### config.mk
export PLATFORM = sky130hd
export DESIGN_NAME = lcd_panel_responder
export DESIGN_NICKNAME = d
export VERILOG_FILES = /design/src/rtl/lcd_pkg.sv /design/src/rtl/lcd_busy_timer.sv /design/src/rtl/lcd_panel_responder.sv
export SDC_FILE = /design/constraint.sdc
export NUM_CORES = 1
export LEC_CHECK = 0
export BUFFER_PORTS_ARGS = -buffer_cell sky130_fd_sc_hd__buf_2
export CORE_MARGIN = 1
export CORE_UTILIZATION = 30
export CTS_CLUSTER_SIZE = 10
export DETAILED_ROUTE_END_ITERATION = 12
export HOLD_SLACK_MARGIN = 0.06
export PLACE_DENSITY = 0.46
export SLEW_MARGIN = 40
export SYNTH_ARGS = -nofsm -noshare
export SYNTH_HDL_FRONTEND = slang
export SYNTH_HIERARCHICAL = 1
export SYNTH_SLANG_ARGS = --single-unit
### constraint.sdc
create_clock -name clk -period 5.01 [get_ports clk]
set_input_delay 0.2505 -clock clk [delete_from_list [all_inputs] [get_ports clk]]
set_output_delay 0.2505 -clock clk [all_outputs]
set_load 0.02 [all_outputs]
### src/rtl/lcd_pkg.sv
// lcd_pkg: shared state encoding, command bit positions and address helpers
// for the HD44780-style LCD panel responder.
`default_nettype none

package lcd_pkg;

   typedef enum logic [1:0] {
      S_READY    = 2'd0,
      S_CLEARING = 2'd1,
      S_BUSY     = 2'd2
   } state_t;

   // Highest set bit of a command byte selects the instruction.
   localparam int CMD_CLEAR_BIT   = 0;
   localparam int CMD_HOME_BIT    = 1;
   localparam int CMD_ENTRY_BIT   = 2;
   localparam int CMD_DISPLAY_BIT = 3;
   localparam int CMD_SHIFT_BIT   = 4;
   localparam int CMD_FUNC_BIT    = 5;
   localparam int CMD_CGRAM_BIT   = 6;
   localparam int CMD_DDRAM_BIT   = 7;

   localparam int ENTRY_ID_BIT = 1;
   localparam int DISP_D_BIT   = 2;
   localparam int DISP_C_BIT   = 1;
   localparam int DISP_B_BIT   = 0;
   localparam int SHIFT_SC_BIT = 3;
   localparam int SHIFT_RL_BIT = 2;

   localparam logic [7:0] BLANK_CHAR    = 8'h20;
   localparam logic [6:0] LINE1_BASE    = 7'h00;
   localparam logic [6:0] LINE2_BASE    = 7'h40;
   localparam logic [6:0] LINE_LAST_OFS = 7'h0F;

   // Address counter step; the two visible 16-char lines chain into each other.
   function automatic logic [6:0] ac_step(input logic [6:0] ac, input logic inc);
      if (inc) begin
         if (ac == LINE1_BASE + LINE_LAST_OFS) return LINE2_BASE;
         if (ac == LINE2_BASE + LINE_LAST_OFS) return LINE1_BASE;
         return ac + 7'd1;
      end
      if (ac == LINE2_BASE) return LINE1_BASE + LINE_LAST_OFS;
      if (ac == LINE1_BASE) return LINE2_BASE + LINE_LAST_OFS;
      return ac - 7'd1;
   endfunction

   // Returns {valid, index[4:0]} of the visible DDRAM entry for an AC value.
   function automatic logic [5:0] ac_map(input logic [6:0] ac);
      if (ac[6:4] == LINE1_BASE[6:4]) return {1'b1, 1'b0, ac[3:0]};
      if (ac[6:4] == LINE2_BASE[6:4]) return {1'b1, 1'b1, ac[3:0]};
      return 6'd0;
   endfunction

endpackage

`default_nettype wire

### src/rtl/lcd_busy_timer.sv
// lcd_busy_timer: loadable down-counter; done is high once the count reaches 1 or below.
`default_nettype none

module lcd_busy_timer #(
   parameter int WIDTH = 17
) (
   input  logic             clk,
   input  logic             reset_n,
   input  logic             load,
   input  logic [WIDTH-1:0] load_val,
   output logic             done
);

   logic [WIDTH-1:0] count;

   always_ff @(posedge clk or negedge reset_n) begin
      if (!reset_n)
         count <= '0;
      else if (load)
         count <= load_val;
      else if (count != '0)
         count <= count - WIDTH'(1);
   end

   assign done = (count <= WIDTH'(1));

endmodule

`default_nettype wire

### src/rtl/lcd_panel_responder.sv
// lcd_panel_responder: behavioural HD44780-style 16x2 LCD controller model on the panel bus.
// Define LCD_RESP_READ_EN to enable busy-flag and data reads.
`default_nettype none

module lcd_panel_responder #(
   parameter int BUSY_SHORT_CYC = 2000,
   parameter int BUSY_LONG_CYC  = 76000
) (
   input  logic       clk,
   input  logic       reset_n,
   input  logic       lcd_rs,
   input  logic       lcd_rw,
   input  logic       lcd_e,
   input  logic [7:0] lcd_data_in,
   output logic [7:0] lcd_data_out,
   output logic       lcd_data_oe,
   input  logic [4:0] rd_idx,
   output logic [7:0] rd_char,
   output logic       busy,
   output logic       display_on,
   output logic       cursor_on,
   output logic       blink_on,
   output logic [6:0] addr_counter,
   output logic       protocol_err,
   output logic [15:0] cmd_count
);

   import lcd_pkg::*;

   localparam int MAX_CYC = (BUSY_LONG_CYC > BUSY_SHORT_CYC) ? BUSY_LONG_CYC : BUSY_SHORT_CYC;
   localparam int TW      = $clog2(MAX_CYC + 1);

   state_t        state, next_state;
   logic          e_d1, strobe;
   logic [4:0]    clr_idx;
   logic [6:0]    ac;
   logic          id_inc, cg_mode;
   logic [7:0]    ddram [32];
   logic          tmr_load, tmr_done;
   logic [TW-1:0] tmr_val;
   logic          cmd_acc, dwr_acc, drd_acc, set_err;
   logic [5:0]    wr_map;

   assign strobe = e_d1 & ~lcd_e;
   assign busy   = (state != S_READY);
   assign wr_map = ac_map(ac);

   assign cmd_acc = strobe && state == S_READY && !lcd_rw && !lcd_rs;
   assign dwr_acc = strobe && state == S_READY && !lcd_rw &&  lcd_rs;
`ifdef LCD_RESP_READ_EN
   assign drd_acc = strobe && state == S_READY && lcd_rw && lcd_rs;
   // Busy-flag reads are legal everywhere; only writes and data reads collide with busy.
   assign set_err = strobe && state != S_READY && (!lcd_rw || lcd_rs);
`else
   assign drd_acc = 1'b0;
   assign set_err = strobe && (lcd_rw || state != S_READY);
`endif

   lcd_busy_timer #(.WIDTH(TW)) u_timer (
      .clk      (clk),
      .reset_n  (reset_n),
      .load     (tmr_load),
      .load_val (tmr_val),
      .done     (tmr_done)
   );

   always_ff @(posedge clk or negedge reset_n) begin
      if (!reset_n) state <= S_READY;
      else          state <= next_state;
   end

   always_comb begin
      next_state = state;
      tmr_load   = 1'b0;
      tmr_val    = '0;
      unique case (state)
         S_READY: begin
            if (cmd_acc && lcd_data_in == 8'h01) begin
               next_state = S_CLEARING;
            end else if (cmd_acc && lcd_data_in[7:1] == 7'd1) begin
               next_state = S_BUSY;
               tmr_load   = 1'b1;
               tmr_val    = TW'(BUSY_LONG_CYC);
            end else if (cmd_acc || dwr_acc || drd_acc) begin
               next_state = S_BUSY;
               tmr_load   = 1'b1;
               tmr_val    = TW'(BUSY_SHORT_CYC);
            end
         end
         S_CLEARING: begin
            if (clr_idx == 5'd31) begin
               next_state = S_BUSY;
               tmr_load   = 1'b1;
               tmr_val    = TW'(BUSY_LONG_CYC);
            end
         end
         S_BUSY: begin
            if (tmr_done) next_state = S_READY;
         end
         default: next_state = S_READY;
      endcase
   end

   // The entry-mode S flag and function-set bits have no visible effect and are not kept.
   always_ff @(posedge clk or negedge reset_n) begin
      if (!reset_n) begin
         e_d1         <= 1'b0;
         clr_idx      <= 5'd0;
         ac           <= LINE1_BASE;
         id_inc       <= 1'b1;
         cg_mode      <= 1'b0;
         display_on   <= 1'b0;
         cursor_on    <= 1'b0;
         blink_on     <= 1'b0;
         protocol_err <= 1'b0;
         cmd_count    <= 16'd0;
         for (int i = 0; i < 32; i++) ddram[i] <= BLANK_CHAR;
      end else begin
         e_d1 <= lcd_e;
         if (state == S_CLEARING) begin
            ddram[clr_idx] <= BLANK_CHAR;
            clr_idx        <= clr_idx + 5'd1;
         end
         if (cmd_acc) begin
            priority casez (lcd_data_in)
               8'b1???????: begin
                  ac      <= lcd_data_in[6:0];
                  cg_mode <= 1'b0;
               end
               8'b01??????: cg_mode <= 1'b1;
               8'b001?????: ;
               8'b0001????: begin
                  if (!lcd_data_in[SHIFT_SC_BIT]) ac <= ac_step(ac, lcd_data_in[SHIFT_RL_BIT]);
               end
               8'b00001???: begin
                  display_on <= lcd_data_in[DISP_D_BIT];
                  cursor_on  <= lcd_data_in[DISP_C_BIT];
                  blink_on   <= lcd_data_in[DISP_B_BIT];
               end
               8'b000001??: id_inc <= lcd_data_in[ENTRY_ID_BIT];
               8'b0000001?: ac <= LINE1_BASE;
               8'b00000001: begin
                  ac     <= LINE1_BASE;
                  id_inc <= 1'b1;
               end
               default: ;
            endcase
         end
         if (dwr_acc && !cg_mode) begin
            if (wr_map[5]) ddram[wr_map[4:0]] <= lcd_data_in;
            ac <= ac_step(ac, id_inc);
         end
         if (drd_acc) ac <= ac_step(ac, id_inc);
         if (set_err) protocol_err <= 1'b1;
         if ((cmd_acc || dwr_acc || drd_acc) && cmd_count != 16'hFFFF)
            cmd_count <= cmd_count + 16'd1;
      end
   end

`ifdef LCD_RESP_READ_EN
   always_ff @(posedge clk or negedge reset_n) begin
      if (!reset_n) begin
         lcd_data_oe  <= 1'b0;
         lcd_data_out <= 8'h00;
      end else begin
         lcd_data_oe <= lcd_e & lcd_rw;
         if (!(lcd_e && lcd_rw))      lcd_data_out <= 8'h00;
         else if (!lcd_rs)            lcd_data_out <= {busy, ac};
         else if (state != S_READY)   lcd_data_out <= 8'h00;
         else if (wr_map[5])          lcd_data_out <= ddram[wr_map[4:0]];
         else                         lcd_data_out <= BLANK_CHAR;
      end
   end
`else
   assign lcd_data_out = 8'h00;
   assign lcd_data_oe  = 1'b0;
`endif

   assign rd_char      = ddram[rd_idx];
   assign addr_counter = ac;

endmodule

`default_nettype wire

# Word level (Yosys, flattened, before mapping)
# Cells that the tools add are included.
[totals]
output_inout_bits = 45
reg_bits = 310
elab_cells = 211
[classes]
addsub = 5
reduce_logical = 32
eq_ne = 18
order_cmp = 6
n_bitwise = 8
n_mux = 98
[ops]
columns = ["cell", "n"]
rows = [
  ["$mux 256", 3],
  ["$bwmux 256", 1],
  ["$and 224x224->224", 1],
  ["$not 224->224", 1],
  ["$mux 7", 21],
  ["$mux 17", 5],
  ["$demux 8 s5", 2],
  ["$mux 1", 45],
  ["$bmux 8 s5", 1],
  ["$pmux 17 s2", 1],
  ["$mux 8", 4],
  ["$or 32x32->32", 1],
  ["$mux 6", 4],
  ["$pmux 7 s3", 1],
  ["$ge 6x6->1 const B", 3],
  ["$not 5->6", 3],
  ["$le 17x1->1 const B", 1],
  ["$reduce_bool 17->1", 1],
  ["$sub 17x1->17 const B", 1],
  ["$add 16x1->16 const B", 1],
  ["$ne 16x16->1 const B", 1],
  ["$eq 7x7->1 const B", 2],
  ["$lt 6x1->1 const B", 2],
  ["$logic_and 1x1->1", 11],
  ["32 further kinds", 50],
]

# Logic depth before layout (Yosys ltp)
[depth]
word_depth = 23
ltp_mapped = 10
depth_no_buf = 8

# Modules after synthesis
# Netlist, hierarchy kept.
[by_module_without_submodules]
columns = ["mod", "cells_per_inst", "area_per_inst_um2", "seq_area_each_um2", "instances"]
rows = [
  ["lcd_panel_responder", 1595, 15481.1, 7373.3, 1],
  ["lcd_busy_timer", 118, 1038.5, 425.4, 1],
]

# Least setup slack after synthesis
# Ideal clock, no wire load.
[synth_timing]
path_type = "input port to flip-flop"
startpoint = "input port lcd_data_in[6]"
endpoint = "register u_timer.count[15]"
arrival_ps = 2441
path_stages = 9
slack_ps = 2473
setup_ps = 95
required_time_ps = 4915
path_cell_list = "clkbuf_1 > or4_1 > nor4_1 > and2_1 > nand3b_1 > a22o_1 > clkbuf_1 > clkbuf_1 > o31ai_1"
[synth_via]
elab_chain_len = 6
word_cells_on_any_way = 11
cone_classes = "eq/ne: 2; mux: 6; reduce/logical: 3"
[synth_lines]
columns = ["item", "line_no", "rtl"]
rows = [
  ["from (decl)", "lcd_panel_responder.sv:14", "input logic [7:0] lcd_data_in,"],
  ["$eq 7x1->1", "lcd_panel_responder.sv:80", "end else if (cmd_acc && lcd_data_in[7:1] == 7'd1) begin"],
  ["$logic_and 1x1->1", "lcd_panel_responder.sv:80", ""],
  ["$mux 1", "lcd_panel_responder.sv:80", ""],
  ["$mux 1 *", "lcd_panel_responder.sv:78", "if (cmd_acc && lcd_data_in == 8'h01) begin"],
  ["$pmux 1 s2 *", "lcd_panel_responder.sv:76", "unique case (state)"],
  ["net tmr_load", "lcd_panel_responder.sv:39", "logic tmr_load, tmr_done;"],
  ["$mux 17 / $reduce_bool 2->1 (equally long branches)", "n/a", ""],
  ["to (signal assigned)", "lcd_busy_timer.sv:20", "count <= load_val;"],
  ["to (signal assigned)", "lcd_busy_timer.sv:22", "count <= count - WIDTH'(1);"],
  ["to (decl)", "lcd_busy_timer.sv:14", "logic [WIDTH-1:0] count;"],
]
# The timed path passes the listed nets; every way through them passes the cells marked *.
# A chain may end at the register's enable or synchronous reset.

# Worst setup path in the final report
[layout_timing]
startpoint = "input port rd_idx[0]"
endpoint = "output port rd_char[6]"
[layout_via]
elab_chain_len = 4
[layout_lines]
columns = ["item", "line_no", "rtl"]
rows = [
  ["from (decl)", "lcd_panel_responder.sv:17", "input logic [4:0] rd_idx,"],
  ["$not 5->6 (implied by the code)", "lcd_panel_responder.sv:179", "assign rd_char = ddram[rd_idx];"],
  ["$bmux 8 s5", "lcd_panel_responder.sv:179", ""],
  ["$mux 8 (implied by the code) (2 in a row)", "lcd_panel_responder.sv:179", ""],
  ["to (decl)", "lcd_panel_responder.sv:18", "output logic [7:0] rd_char,"],
]
# No other way between the ends. The select of a mux whose other input is x is not followed.

==> reports/results.tsv <==
stage	metric	value	unit
placed_design	gp weighted congestion	0.799	
finish	area growth from synthesis to layout	12.2	%
finish	# diodes	0	
synth	Top FF cell, synth	dfrtp_1	
pwr	P_leak	7.62	nW
clock_tree	CTS tree	done	
synth	synthesis-stage register bit count	310	
placed_design	placed insts	2363	
floorplan	Std-Cell Rows	85	
synth	share of synthesized registers carrying an async set or reset	100	%
setup_path	slowest CP cell	mux4_2	
finish	Layout Nets	1745	
finish	Post-Layout Cell Count	2443	
flow_run	Max-Cap Viols	0	
clock_tree	clock latency on the worst-skew pair	0.56	ns
grt	first-pass GRT wire length	75.1	mm
placed_design	Buffers on Ports	53	
sta	slew margin rel.	43.3	%
synth	Mapped Cells	1713	
grt	initial antenna violation count	0	
setup_path	instance count on the critical path	6	
setup_path	R2R Setup Slk	2.18	ns
synth	Syn. warnings	6	
placed_design	dpl hpwl	30.5	mm
synth	leading area contributor after synthesis	dfrtp_1	
grt	GRT overflow	0	
routing	DR WL/cell	19.4	um
setup_path	WP data required	4.76	ns
clock_tree	Clock Path Buffers	3	
sta	setup TNS	0	ns
routing	1st-pass router iterations	5	
clock_tree	clock sinks	310	
sta	Final Hold Vio Count	0	
finish	most frequent cells in the layout	nand2_1, dfrtp_1, o21ai_0	
clock_tree	Root Buffer	clkbuf_16	
pwr	Pwr Density	367	mW/mm^2
setup_path	Worst Setup SP	rd_idx[0]	
synth	top cell type's share of synthesized area	42.0	%
synth	EDFF count, synth	0	
clock_tree	clock-pin slew on the worst setup and hold paths	0.05	ns
setup_path	cell family with most CP delay	buffers and inverters	
floorplan	Die H	237	um
finish	Fill cells	5386	
sta	clk_skew	0.0278	ns
pwr	peak supply drop	0.000244	V
finish	fin area	0.0185	sq mm
placed_design	placed inst area	0.0172	sq mm
synth	Mapped Avg Cell Area	9.64	sq um
floorplan	Initial Util	30.5	%
sta	count of final setup violators	0	
setup_path	crit-path cells	buf_4 -> buf_4 -> mux4_2 -> mux2i_1 -> a221oi_1 -> buf_2	
finish	commonest non-fill, non-tap cell in the layout	nand2_1	
setup_path	R2R Path End	u_timer/count[7]	
routing	via count	12454	
setup_path	CP arrival	2.62	ns
synth	top post-synthesis cells by area	dfrtp_1, nand2_1, mux4_2	
sta	Final Cycle Share	57.3	%
setup_path	Critical Path End Type	output port	
setup_path	r2r worst-path depth	7	
setup_path	Critical Path Source Type	input port	
setup_path	CP Buf/Inv Count	3	
floorplan	# IOs	63	
sta	Worst Tran Pin Value	0.850	ns
finish	share of layout cells above drive strength 1	19.5	%
setup_path	crit-path max cell delay	0.59	ns
sta	min cycle time layout	2.87	ns
synth	Cell Area, Synth	0.0165	sq mm
routing	DRT antenna net count	0	
setup_path	CP dominant cell by count	buf_4	
hold_path	worst hold path class	in -> reg	
setup_path	crit path kind	in -> out	
floorplan	Die W	237	um
routing	drt initial violations	933	
floorplan	Core Region	0.0541	sq mm
clock_tree	number of CTS-inserted buffers	39	
synth	Netlist cell types	78	
sta	fmax	348	MHz
sta	RSZ-0062 raised after global routing	no	
pwr	Tot Pwr	6.81	mW
grt	vias in the first global route	12292	
routing	vias per cell	5.10	
setup_path	worst r2r src	state[0]	
sta	Slew Limit Fails	0	
grt	pin count of the biggest net entering global routing	126	
clock_tree	H-tree Lvls	2	
routing	total wire length	47.4	mm
outcome	status	finished clean	
setup_path	critical path peak fanout	32	
floorplan	die area	0.0560	sq mm
synth	Seq/Total Area, Yosys	47.2	%
grt	GRT Util Overall	17.2	%
setup_path	CP endpoint	rd_char[6]	
routing	# DRC	0	
-- Yosys cell counts, drive strengths merged (3+ instances only) --
| cell type | number |
|---|---|
| a31oi | 20 |
| mux2i | 36 |
| o211a | 3 |
| nor2 | 47 |
| mux4 | 64 |
| nor3 | 14 |
| o21ai | 276 |
| nor4 | 23 |
| nand3 | 31 |
| nand2 | 536 |
| nor2b | 13 |
| mux2 | 6 |
| dfrtp | 277 |
| a21o | 3 |
| xnor2 | 14 |
| or4 | 6 |
| ha | 10 |
| o31ai | 6 |
| inv | 12 |
| clkbuf | 50 |
| and4 | 3 |
| a21boi | 3 |
| dfstp | 33 |
| a221oi | 9 |
| a22o | 9 |
| or4b | 3 |
| o31a | 3 |
| o211ai | 5 |
| nor4b | 3 |
| and3 | 7 |
| and2 | 8 |
| a21oi | 40 |
| or2 | 5 |
| or3 | 4 |
| buf | 83 |
| xor2 | 11 |
| a211oi | 3 |
| nand4 | 9 |
-- worst min-delay path: stages --
cell and delay, ns:
buf_4 0.26, nand2_1 0.11, o21ai_1 0.05
-- cells by family (layout without fill, tap and decap cells) --
kind of cell | Yosys count | count (layout) | share of synthesized area (%)
buffers and inverters | 145 | 164 | 4.48
flip-flops | 310 | 310 | 47.2
multiplexers | 106 | 106 | 11.3
other | 1 | 16 | 0.0227
AO/OA/AOI/OAI | 394 | 394 | 14.1
adder cells (fa/ha/maj) | 10 | 10 | 0.757
XOR/XNOR | 25 | 25 | 1.33
AND/OR/NAND/NOR | 722 | 722 | 20.8
-- per-layer routing --
metal  part of all wire, %  GRT usage (%)  routed length [um]
met4                   2.5           5.21                1180
met5                     0              0                   0
met2                    45           26.8               21400
met1                    48           24.3               22600
met3                   4.8           3.11                2260
-- stage by stage --
stage | worst slack, ns | hold WS (ns) | util, %
final | 2.14 | 0.183 | 34.2
after global routing | 1.92 | 0.170 | 34.2
after CTS | 2.09 | 0.168 | 34.1
after detailed placement | 1.84 | 0.278 | 31.8
after global placement | 1.72 | 0.283 | 31.8
after floorplan | 2.47 | -0.0451 | -
-- power by group --
| group | leakage (nW) | internal, mW | switching, mW |
|---|---|---|---|
| logic | 4.02 | 0.396 | 0.724 |
| registers | 3.02 | 2.73 | 0.248 |
| clock network | 0.583 | 1.59 | 1.11 |
| total | 7.62 | 4.72 | 2.08 |
-- how the worst min path moves through the flow --
stage | startpoint | end | slack (ns) | cells past startpoint
after floorplan | reset_n | addr_counter[0] | -0.05 | 0
after global placement | reset_n | ddram[100] | 0.28 | 1
after detailed placement | reset_n | ddram[100] | 0.28 | 1
after CTS | lcd_data_in[3] | ddram[75] | 0.17 | 3
after global routing | lcd_data_in[7] | ddram[199] | 0.17 | 3
final | lcd_data_in[6] | ddram[110] | 0.18 | 3
-- state kept, by name (all words and copies together) (netlist names) --
| signal | count |
|---|---|
| addr_counter | 7 |
| blink_on | 1 |
| cg_mode | 1 |
| clr_idx | 5 |
| cmd_count | 16 |
| cursor_on | 1 |
| ddram | 256 |
| display_on | 1 |
| e_d1 | 1 |
| id_inc | 1 |
| protocol_err | 1 |
| state | 2 |
| u_timer/count | 17 |
-- area by class of cell --
class	instances	area, sq um	share of cell area [%]
Multi-Input combinational cell	1273	8070	43.5
Sequential cell	310	7800	42.1
Clock buffer	65	1130	6.12
Tap cell	696	871	4.70
Timing Repair Buffer	81	556	3.00
Clock inverter	6	66.3	0.358
Inverter	12	45.0	0.243
-- timing repair --
item / 4_1_cts / 5_1_grt
hold buffers: 4 / 0
setup buffers: 0 / 0
hold endpoints to repair: 68 / 0
gates resized for setup: 0 / 0
(Power assumes the default switching activity.)
